<file path="config.mk">
export PLATFORM = sky130hd
export DESIGN_NAME = uart_alu_engine
export DESIGN_NICKNAME = d
export VERILOG_FILES = /design/src/rtl/uart_alu_engine.sv
export SDC_FILE = /design/constraint.sdc
export NUM_CORES = 1
export LEC_CHECK = 0
export ABC_AREA = 1
export ABC_CLOCK_PERIOD_IN_PS = 5600
export BUFFER_PORTS_ARGS = -buffer_cell sky130_fd_sc_hd__buf_2
export CORE_ASPECT_RATIO = 1.5
export CORE_MARGIN = 8
export CORE_UTILIZATION = 40
export CTS_CLUSTER_SIZE = 25
export DETAILED_ROUTE_END_ITERATION = 6
export SETUP_SLACK_MARGIN = 0.15
export SLEW_MARGIN = 40
export SYNTH_ARGS = -nofsm -noshare
export SYNTH_HDL_FRONTEND = slang
export SYNTH_SLANG_ARGS = --single-unit
</file>
<file path="constraint.sdc">
create_clock -name clk -period 5.6 [get_ports clk]
set_input_delay 1.12 -clock clk [delete_from_list [all_inputs] [get_ports clk]]
set_output_delay 1.12 -clock clk [all_outputs]
set_load 0.02 [all_outputs]
</file>
<file path="src/rtl/uart_alu_engine.sv">
// Byte-stream command engine behind the UART receiver: frames opcode + two
// MSB-first operands, executes the ALU operation and reports frame errors.
module uart_alu_engine #(
    parameter int DATA_W      = 8,
    parameter int TIMEOUT_CYC = 1000
) (
    input  logic              clk,
    input  logic              rst,
    input  logic              rx_ready,
    input  logic [7:0]        rx_data,
    output logic [DATA_W-1:0] result_data,
    output logic              overflow,
    output logic              result_valid,
    output logic              error,
    output logic [1:0]        err_code,
    output logic              busy
);

    // state  | meaning
    // IDLE   | waiting for an opcode byte
    // GET_A  | shifting in NB bytes of operand A
    // GET_B  | shifting in NB bytes of operand B
    // EXEC   | one cycle: register result, pulse result_valid
    typedef enum logic [1:0] {IDLE, GET_A, GET_B, EXEC} state_t;

    localparam int NB = DATA_W / 8;
    localparam int BW = (NB > 1) ? $clog2(NB) : 1;
    localparam int TW = (TIMEOUT_CYC > 1) ? $clog2(TIMEOUT_CYC + 1) : 1;
    localparam logic [BW-1:0]     LAST_BYTE = BW'(NB - 1);
    localparam logic [TW-1:0]     TMO_LAST  = TW'((TIMEOUT_CYC > 0) ? TIMEOUT_CYC - 1 : 0);
    localparam logic              TMO_EN    = (TIMEOUT_CYC > 0);
    localparam logic [DATA_W-1:0] DW_L      = DATA_W'(DATA_W);
    localparam int                MSB       = DATA_W - 1;

    state_t              state;
    logic [2:0]          op;
    logic [DATA_W-1:0]   a, b;
    logic [BW-1:0]       byte_cnt;
    logic [TW-1:0]       tmo_cnt;

    logic [DATA_W-1:0]   alu_res;
    logic                alu_ov;
    logic [2*DATA_W-1:0] prod, shl_wide;
    logic [DATA_W-1:0]   sh_amt;
    logic                op_ok;

    assign busy  = (state != IDLE);
    assign op_ok = (rx_data < 8'd7);

    always_comb begin
        alu_res  = '0;
        alu_ov   = 1'b0;
        prod     = {{DATA_W{1'b0}}, a} * {{DATA_W{1'b0}}, b};
        sh_amt   = b % DW_L;
        shl_wide = {{DATA_W{1'b0}}, a} << sh_amt;
        case (op)
            3'd0: begin
                alu_res = a + b;
                alu_ov  = (a[MSB] == b[MSB]) && (alu_res[MSB] != a[MSB]);
            end
            3'd1: begin
                alu_res = a - b;
                alu_ov  = (a[MSB] != b[MSB]) && (alu_res[MSB] != a[MSB]);
            end
            3'd2: alu_res = a & b;
            3'd3: alu_res = a | b;
            3'd4: alu_res = a ^ b;
            3'd5: begin
                alu_res = prod[DATA_W-1:0];
                alu_ov  = |prod[2*DATA_W-1:DATA_W];
            end
            3'd6: begin
                alu_res = shl_wide[DATA_W-1:0];
                alu_ov  = |shl_wide[2*DATA_W-1:DATA_W];
            end
            default: ;
        endcase
    end

    always_ff @(posedge clk or posedge rst) begin
        if (rst) begin
            state        <= IDLE;
            op           <= '0;
            a            <= '0;
            b            <= '0;
            byte_cnt     <= '0;
            tmo_cnt      <= '0;
            result_data  <= '0;
            overflow     <= 1'b0;
            result_valid <= 1'b0;
            error        <= 1'b0;
            err_code     <= 2'b00;
        end else begin
            result_valid <= 1'b0;
            error        <= 1'b0;
            case (state)
                IDLE: ;
                GET_A, GET_B: begin
                    if (rx_ready) begin
                        tmo_cnt <= '0;
                        if (state == GET_A) a <= (a << 8) | DATA_W'(rx_data);
                        else                b <= (b << 8) | DATA_W'(rx_data);
                        if (byte_cnt == LAST_BYTE) begin
                            byte_cnt <= '0;
                            state    <= (state == GET_A) ? GET_B : EXEC;
                        end else begin
                            byte_cnt <= byte_cnt + 1'b1;
                        end
                    end else if (TMO_EN && tmo_cnt == TMO_LAST) begin
                        // abandon the partial frame; stored result is untouched
                        error    <= 1'b1;
                        err_code <= 2'b10;
                        state    <= IDLE;
                        a        <= '0;
                        b        <= '0;
                        byte_cnt <= '0;
                        tmo_cnt  <= '0;
                    end else if (TMO_EN) begin
                        tmo_cnt <= tmo_cnt + 1'b1;
                    end
                end
                EXEC: begin
                    result_data  <= alu_res;
                    overflow     <= alu_ov;
                    result_valid <= 1'b1;
                    state        <= IDLE;
                end
                default: state <= IDLE;
            endcase

            // opcode decode shared by IDLE and EXEC, so frames can run back-to-back
            if (rx_ready && (state == IDLE || state == EXEC)) begin
                if (op_ok) begin
                    op       <= rx_data[2:0];
                    state    <= GET_A;
                    a        <= '0;
                    b        <= '0;
                    byte_cnt <= '0;
                    tmo_cnt  <= '0;
                end else begin
                    error    <= 1'b1;
                    err_code <= 2'b01;
                end
            end
        end
    end

endmodule
</file>
==> metrics.md, run 1 <==
| Metric | Value |
|---|---|
| Status | `finished clean` |
| Setup violators final | `0` |
| PostCTS Resize Cnt | `0` |
| Core Area | `0.01439 mm²` |
| Vias/cell | `5.173` |
| Delay of the slowest critical-path stage | `0.70 ns` |
| Die W | `114.5 µm` |
| Crit Path Max Fanout | `13` |
| Max Buffers Root-to-Sink | `2` |
| Final ANT Viol Nets | `0` |
| CTS buffer count | `5` |
| I/O pin total | `25` |
| Slowest CP cell | `dfrtp_1` |
| Mapped Nets | `950` |
| Clock slew at reported path FFs | `0.07 ns` |
| Layout cells sized above 1 | `7.288%` |
| Diodes inserted | `0` |
| Detailed Routing Iterations Pass 1 | `4` |
| Worst rel slew slack | `45.96%` |
| CTS hold repair buffers | `0` |
| Worst Tran Pin Value | `0.8087 ns` |
| Async SR Flop Fraction | `100.0%` |
| Post-CTS Setup Bufs | `0` |
| Most common cell after layout, fill and taps aside | `nand2_1` |
| Initial Utilization | `40.47%` |
| Final period util | `82.40%` |
| FILL cells | `1528` |
| Final hold violation count | `0` |
| Max-cap viol count | `0` |
| Hold WC Path Type | `flip-flop to flip-flop` |
| CP cell instances | `nand2_1 > fa_1 > fa_1 > inv_1 > fa_1 > inv_1 > fa_1 > inv_1 > ha_1 > nand2_1 > nor2_1 > nand3_1 > nand2_1 > nand2_1 > nand2_1 > nand2_1 > nor2_1 > nand3_1 > nand2_1 > nand2_1 > nand2_1 > nand2_1` |
| Primary FF master, synth | `dfrtp_1` |
| Vias | `5344` |
| Data arrival time of the critical path | `4.81 ns` |
| CP Capture Type | `flip-flop` |
| Largest net degree at the start of global routing | `46` |
| GPL Wtd Cong | `1.004` |
| Area of the die | `0.01876 mm²` |
| Vert. Die Dim | `163.8 µm` |
| Mapped cell area | `0.005824 mm²` |
| Final #Nets | `950` |
| Max Clock Freq | `0.2167 GHz` |
| Vias in the first global route | `5483` |
| Wire per inst | `16.27 µm` |
| IO Port Bufs | `24` |
| Most common cell on crit path | `nand2_1` |
| Crit path kind | `flip-flop to flip-flop` |
| Cell count after synthesis | `836` |
| Crit start category | `flip-flop` |
| Overflow left after global routing | `0` |
| Root Driver | `clkbuf_16` |
| CTS tree | `yes` |
| Skew final | `0.006849 ns` |
| Setup TNS | `0 ns` |
| Netlist cell types | `45` |
| Number of antenna violations at the first check in global routing | `0` |
| Avg Inst Size Synth | `6.967 µm²` |
| DP Wirelength | `13530 µm` |
| H-tree depth | `2` |
| Standard-cell rows | `54` |
| Max-slew violation count | `0` |
| Post-layout min period | `4.615 ns` |
| Synthesis Warnings | `0` |
| Initial DRC Count | `271` |
| Number of flops mapped to enable cells by yosys | `0` |
| Routed WL | `16810 µm` |
| Post-route DRC | `0` |
| Most frequent cells in the layout | `226 x nand2_1, 161 x inv_1, 65 x ha_1` |
| CTS sink cnt | `45` |
| Clock Latency Late Sink | `0.30 ns` |
| Crit path required time | `5.79 ns` |
| Tot GR Track Use | `18.75%` |
| #FFs+latches synth | `45` |
| Sequential fraction of the synthesis area | `19.33%` |
| RSZ-0062 raised after global routing | `false` |
| Area Overhead vs Synth | `6.939%` |
| First-pass GRT wire length | `27790 µm` |
[through the flow]
stage | worst slack, ns | cells | cell area [µm²] | util (%) | hold WS [ns]
2_1_floorplan | 1.380 | 836 | 5824 | - | 0.4599
5_1_grt | 0.6098 | 1033 | 6228 | 43.28 | 0.4963
3_5_place_dp | 0.9566 | 1025 | 6056 | 42.08 | 0.4598
4_1_cts | 0.9447 | 1033 | 6228 | 43.28 | 0.4811
3_3_place_gp | 0.9925 | 1025 | 6053 | 42.06 | 0.4581
6_report | 0.9854 | 1033 | 6228 | 43.28 | 0.4773
[synthesized netlist by cell type (all sizes together), types with 2 or more instances]
library cell / n / share of area, %
o211ai: 4 / 0.52
inv: 174 / 11
buf: 14 / 1.3
a21boi: 2 / 0.32
nand3: 46 / 4.2
ha: 65 / 14
clkbuf: 18 / 1.2
xor2: 7 / 1.1
nor2: 47 / 3.1
or2: 6 / 0.64
o32ai: 12 / 1.8
o221ai: 3 / 0.45
o22ai: 7 / 0.75
fa: 38 / 13
dfrtp: 45 / 19
xnor2: 2 / 0.30
nor3: 10 / 1.3
nand2: 226 / 15
o21ai: 37 / 3.2
nand3b: 4 / 0.52
a21oi: 40 / 3.4
nand4: 13 / 1.4
nor4: 3 / 0.54
a221oi: 3 / 0.45
[flip-flops by register name, indices dropped and copies added (netlist names)]
name          flops
op                3
state             2
result_valid      1
a                 8
result_data       8
b                 8
tmo_cnt          10
overflow          1
err_code          2
byte_cnt          1
error             1
[cells by family after synthesis]
logic type / count (synthesis) / share of synthesized area (%)
AND/OR/NAND/NOR: 356 / 26.42
buffers and inverters: 206 / 13.68
AO/OA/AOI/OAI: 116 / 12.01
adder cells (fa/ha/maj): 103 / 27.02
flip-flops: 45 / 19.33
XOR/XNOR: 9 / 1.353
multiplexers: 1 / 0.1719
[critical path, delay by kind of cell (launching register included)]
| family | cells | cell delay, ns |
|---|---|---|
| buffers and inverters | 3 | 0.15 |
| adder cells (fa/ha/maj) | 5 | 2.47 |
| flip-flops | 1 | 0.70 |
| AND/OR/NAND/NOR | 14 | 1.17 |
[area by class of cell]
type | count | area [µm²] | area share (%)
Inverter | 174 | 655.6 | 10.53
Multi-Input combinational cell | 585 | 3901 | 62.64
Timing Repair Buffer | 25 | 127.6 | 2.049
Tap cell | 196 | 245.2 | 3.937
Sequential cell | 45 | 1126 | 18.08
Clock buffer | 5 | 125.1 | 2.009
Clock inverter | 3 | 47.55 | 0.7634
[metal layers]
metal  global-route usage [%]  vias to the layer above  share of wire (%)
li1                         -                     2631                  -
met1                    20.31                     2535                 40
met2                    34.56                      136                 52
met3                    1.951                       42                3.1
met4                    10.52                        0                5.0
met5                        0                        -                  0
[worst paths after layout]
| kind | startpoint | end | slack, ns | cells past startpoint |
|---|---|---|---|---|
| min in group asynchronous | rst | result_data[4] | 0.88 | 2 |
| worst min register to register | result_data[2] | result_data[2] | 0.48 | 2 |
| max in group asynchronous | rst | b[6] | 4.31 | 2 |
| worst max-delay path | a[1] | overflow | 0.99 | 22 |
| worst max register to register | a[1] | overflow | 0.99 | 22 |
| worst min-delay path | result_data[2] | result_data[2] | 0.48 | 2 |
Power of run 1 is left out: the tool's default activity adds up to more than one toggle a clock period on the data nets, which glitch-free logic cannot reach.
==> run 2: changes to the inputs <==
ABC_CLOCK_PERIOD_IN_PS = 4500   (was 5600)
clock period = 4.5 ns   (was 5.6 ns; I/O delays follow)
==> run 2 against run 1 <==
  * Die area unchanged
  * Core utilization increased by 3.1 points
  * Clock-buffer cell count unchanged
  * Cell area increased by 7.3%
  * Flip-flop and latch count unchanged
  * Global-route usage increased by 0.082 points
  * Routed wire length increased by 1.3%
  * Cell count increased by 3.5%
  * Sequential share of layout area decreased by 1.1 points
  * Maximum frequency increased by 11%
  * Critical endpoint unchanged
  * Highest routed layer unchanged
==> metrics.md, run 2 (synthesis gave the netlist of run 1 again) <==
| Metric | Value |
|---|---|
| Vias/cell | `5.214` |
| Max Buffers Root-to-Sink | `2` |
| DP Wirelength | `13710 µm` |
| Routed WL | `17030 µm` |
| Post-route DRC | `0` |
| Setup violators final | `0` |
| Diodes inserted | `0` |
| Layout cells sized above 1 | `16.15%` |
| Flip-flop count of the largest register after layout | `10` |
| Detailed Routing Iterations Pass 1 | `5` |
| Register name with the most flops | `tmo_cnt` |
| CTS sink cnt | `45` |
| Crit start category | `flip-flop` |
| Worst rel slew slack | `47.65%` |
| Most common cell after layout, fill and taps aside | `nand2_1` |
| Area Overhead vs Synth | `14.72%` |
| I/O pin total | `25` |
| Area of the die | `0.01876 mm²` |
| Standard-cell rows | `54` |
| Crit Path Max Fanout | `5` |
| Hold WC Path Type | `flip-flop to flip-flop` |
| Vias | `5574` |
| Core Area | `0.01439 mm²` |
| Max-cap viol count | `0` |
| Root Driver | `clkbuf_16` |
| Skew final | `0.005607 ns` |
| Most frequent cells in the layout | `215 x nand2_1, 159 x inv_1, 57 x ha_1` |
| Final ANT Viol Nets | `0` |
| CP Capture Type | `flip-flop` |
| Vias in the first global route | `5651` |
| Initial DRC Count | `371` |
| Final #Nets | `986` |
| Vert. Die Dim | `163.8 µm` |
| CTS tree | `yes` |
| Max Clock Freq | `0.2409 GHz` |
| Data arrival time of the critical path | `4.34 ns` |
| Initial Utilization | `40.47%` |
| Worst Tran Pin Value | `0.7834 ns` |
| Post-layout min period | `4.150 ns` |
| GPL Wtd Cong | `1.003` |
| Wire per inst | `15.93 µm` |
| Max-slew violation count | `0` |
| RSZ-0062 raised after global routing | `true` |
| Status | `finished clean` |
| Final period util | `92.23%` |
| Overflow left after global routing | `0` |
| Setup TNS | `0 ns` |
| Largest net degree at the start of global routing | `46` |
| IO Port Bufs | `24` |
| CTS buffer count | `5` |
| H-tree depth | `2` |
| Die W | `114.5 µm` |
| Crit path required time | `4.69 ns` |
| Clock Latency Late Sink | `0.30 ns` |
| Number of antenna violations at the first check in global routing | `0` |
| Final hold violation count | `0` |
| First-pass GRT wire length | `27790 µm` |
| Clock slew at reported path FFs | `0.07 ns` |
| CTS hold repair buffers | `0` |
| Crit path kind | `flip-flop to flip-flop` |
| Tot GR Track Use | `18.83%` |
==> run 2: per-layer routing <==
layer	routed length (µm)	global-route usage [%]
met1	6711	20.31
met2	8926	34.96
met3	557	1.987
met4	831	10.21
met5	0	0
==> run 2: critical path: stages (launching register included) <==
cell	delay [ns]
dfrtp_2	0.41
buf_4	0.14
nand2_1	0.07
fa_1	0.53
inv_1	0.05
fa_1	0.53
inv_1	0.05
fa_1	0.52
inv_1	0.04
ha_1	0.28
ha_1	0.36
nand2_1	0.15
inv_1	0.07
a21oi_2	0.20
nand3_1	0.11
nand2_1	0.08
nand2_1	0.05
nor2_1	0.08
nand3_1	0.09
nand2_1	0.08
nand2_1	0.05
nand2_1	0.05
nand2_1	0.05
==> run 2: worst paths after layout <==
check,from,endpoint,slack [ns],cells after the start
setup / recovery,a[4],overflow,0.35,22
hold / removal,result_data[7],result_data[7],0.47,2
setup reg to reg,a[4],overflow,0.35,22
hold reg to reg,result_data[7],result_data[7],0.47,2
max in group asynchronous,rst,b[5],3.39,2
min in group asynchronous,rst,result_data[0],0.66,2
==> run 2: area by class of cell <==
class / count / area, µm²
clock buffers: 5 / 125.1
clock inverters: 3 / 43.79
fillers: 1500 / 7710
inverters: 174 / 655.6
multi-input cells: 585 / 4074
flip-flops and latches: 45 / 1136
well taps: 196 / 245.2
repair buffers: 61 / 401.6
==> run 2: per-stage QoR <==
step | hold WS (ns) | utilization, % | instances | instance area (µm²) | setup slack, ns
after global placement | 0.4583 | 43.52 | 1053 | 6264 | 0.05894
after CTS | 0.4808 | 45.16 | 1065 | 6499 | 0.1566
after detailed placement | 0.4620 | 43.54 | 1053 | 6266 | 0.01600
after floorplan | 0.4599 | - | 836 | 5824 | 0.2796
after global routing | 0.4890 | 46.43 | 1069 | 6681 | 0.09453
final | 0.4741 | 46.43 | 1069 | 6681 | 0.3495
==> run 2: what timing repair did <==
| action | CTS | global route |
|---|---|---|
| setup endpoints to repair | 2 | 4 |
| setup buffers | 4 | 4 |
| resized for setup | 8 | 43 |
| pin swaps | 0 | 14 |
Power of run 2 is left out for the same reason.
==> run 3: changes to the inputs <==
ABC_AREA = default   (was 1)
==> run 3 against run 2 <==
  * Largest cell class unchanged
  * Non-clock buffer count increased by 25
  * Register-to-register slack worse by 0.39 ns
  * The run now ends with design-rule violations, negative setup slack left
  * Critical endpoint unchanged
  * Flip-flop and latch count is the same
  * Via count decreased by 13%
  * Routed wire length down 7.2%
==> metrics.md, run 3 <==
| Metric | Value |
|---|---|
| Leak pwr | `3.043 nW` |
| Initial DRC Count | `289` |
| Vias/cell | `5.660` |
| #FFs+latches synth | `45` |
| Delay-heaviest family, CP | `adder cells` |
| CP Capture Type | `flip-flop` |
| Number of antenna violations at the first check in global routing | `0` |
| Crit start category | `flip-flop` |
| Buf/Inv on CP | `5` |
| Most common cell on crit path | `fa_1` |
| Number of flops mapped to enable cells by yosys | `0` |
| Worst Tran Pin Value | `0.7414 ns` |
| Most frequent cell after synthesis | `inv_1` |
| Most frequent cells in the layout | `73 x inv_1, 71 x nor2_1, 61 x buf_4` |
| Detailed Routing Iterations Pass 1 | `7` |
| H-tree depth | `2` |
| Routed WL | `15800 µm` |
| Final #Nets | `803` |
| Async SR Flop Fraction | `100.0%` |
| Pwr Density | `537.4 mW/mm²` |
| Tot GR Track Use | `18.13%` |
| Clock Latency Late Sink | `0.30 ns` |
| Overflow left after global routing | `0` |
| Root Driver | `clkbuf_16` |
| Most common cell after layout, fill and taps aside | `inv_1` |
| Final ANT Viol Nets | `0` |
| I/O pin total | `25` |
| Initial Utilization | `40.34%` |
| RSZ-0062 raised after global routing | `true` |
| Max Buffers Root-to-Sink | `2` |
| Final period util | `100.8%` |
| Crit path required time | `4.68 ns` |
| Mapped Nets | `731` |
| Cell count after synthesis | `617` |
| Crit path kind | `flip-flop to flip-flop` |
| Failing checks | `design-rule violations, negative setup slack` |
| CTS sink cnt | `45` |
| CTS tree | `yes` |
| Setup violators final | `1` |
| Area leader, netlist | `dfrtp_1` |
| Flip-flop count of the largest register after layout | `10` |
| Max-cap viol count | `0` |
| GPL Wtd Cong | `0.9492` |
| CTS hold repair buffers | `0` |
| Delay of the slowest critical-path stage | `0.56 ns` |
| Avg Inst Size Synth | `8.720 µm²` |
| Clock slew at reported path FFs | `0.08 ns` |
| Design area | `0.006349 mm²` |
| R2r setup slk | `-0.04 ns` |
| Layout cells sized above 1 | `22.17%` |
| Setup TNS | `-0.03621 ns` |
| Primary FF master, synth | `dfrtp_1` |
| Sequential fraction of the synthesis area | `20.93%` |
| Register name with the most flops | `tmo_cnt` |
| Hold WC Path Type | `flip-flop to flip-flop` |
| Data arrival time of the critical path | `4.71 ns` |
| Largest net degree at the start of global routing | `46` |
| CP cell instances | `inv_4 > nor2_1 > fa_1 > inv_1 > fa_1 > inv_1 > fa_1 > inv_1 > fa_1 > inv_2 > ha_4 > nand2_1 > o2111ai_1 > a21oi_1 > xor2_1 > o2111ai_1 > o31ai_2 > a31oi_1` |
| Final hold violation count | `0` |
| Maximum vdd ir drop | `0.0005235 V` |
| Wire per inst | `18.55 µm` |
| Standard-cell rows | `52` |
| Synth top area share | `20.93%` |
| Vias | `4822` |
| Cell Area, Placed | `0.006105 mm²` |
| IO Port Bufs | `24` |
| Diodes inserted | `0` |
| Crit Path Max Fanout | `5` |
| Area contributors post-synth | `dfrtp_1 21%, ha_1 15%, fa_1 14%, inv_1 5.8%, nor2_1 5.2%` |
| Netlist cell types | `68` |
| Max Clock Freq | `0.2204 GHz` |
| Vert. Die Dim | `158.0 µm` |
| DP Wirelength | `12790 µm` |
| Area Overhead vs Synth | `18.00%` |
| Max-slew violation count | `0` |
| Post-layout min period | `4.536 ns` |
| Synthesis Warnings | `0` |
| Post-route DRC | `1` |
| First-pass GRT wire length | `25560 µm` |
| Area of the die | `0.01749 mm²` |
| Worst setup margin | `-0.03621 ns` |
| Status | `finished with violations` |
| CTS buffer count | `5` |
| Mapped cell area | `0.005380 mm²` |
| Worst rel slew slack | `50.57%` |
| Top post-synthesis cells by count | `83 x inv_1, 75 x nor2_1, 65 x ha_1` |
| Core Area | `0.01334 mm²` |
| Slowest CP cell | `fa_1` |
| WHS | `0.4837 ns` |
| Die W | `110.7 µm` |
| Vias in the first global route | `5050` |
| Skew final | `0.01256 ns` |
-- run 3: cell families after synthesis --
group | Yosys count | synth area share, %
AND/OR/NAND/NOR | 184 | 15.70
AO/OA/AOI/OAI | 134 | 17.53
buffers and inverters | 109 | 8.372
adder cells (fa/ha/maj) | 103 | 29.26
flip-flops | 45 | 20.93
multiplexers | 22 | 4.954
XOR/XNOR | 20 | 3.256
-- run 3: metal layers --
layer  up-vias  GRT usage [%]  share of wire [%]
met1      2385          19.54                 40
met4         0          8.527                4.2
met3        39          1.706                2.9
li1       2262              -                  -
met2       136          34.68                 53
met5         -              0                  0
-- run 3: final cells by class --
cell class / instances / area, µm²
clock inverters: 2 / 15.01
multi-input cells: 463 / 3941
repair buffers: 86 / 589.3
clock buffers: 6 / 128.9
flip-flops and latches: 45 / 1136
inverters: 88 / 335.3
well taps: 162 / 202.7
fillers: 1266 / 6989
-- run 3: path summary, 6_finish.rpt --
kind,start,end,depth (start not counted)
hold / removal,result_data[2],result_data[2],1
min in group asynchronous,rst,result_data[1],2
setup reg to reg,b[3],overflow,18
setup / recovery,b[3],overflow,18
max in group asynchronous,rst,a[6],2
hold reg to reg,result_data[2],result_data[2],1
-- run 3: power by group --
group / internal (mW) / total (mW) / leakage [nW] / switching [mW]
registers: 0.530 / 0.683 / 0.578 / 0.153
clock network: 0.206 / 0.377 / 0.0631 / 0.171
logic: 1.01 / 2.35 / 2.40 / 1.34
total: 1.74 / 3.41 / 3.04 / 1.67
-- run 3: stage by stage --
| step | instances | setup slack, ns | utilization [%] | power, mW |
|---|---|---|---|---|
| global placement | 841 | -0.1147 | 45.75 | 2.939 |
| global route | 852 | -0.2195 | 47.60 | 3.673 |
| CTS | 849 | -0.04466 | 47.12 | 3.391 |
| floorplan | 617 | 0.1569 | - | 2.204 |
| finish | 852 | -0.03621 | 47.60 | 3.411 |
| detailed placement | 841 | -0.2033 | 45.77 | 2.970 |
-- run 3: what timing repair did --
| item | in CTS | in global routing |
|---|---|---|
| setup buffers | 0 | 3 |
| setup endpoints to repair | 1 | 3 |
| hold endpoints to repair | 0 | 0 |
| pin swaps | 3 | 10 |
| resized for setup | 13 | 14 |
Power figures use the tool's default switching activity.
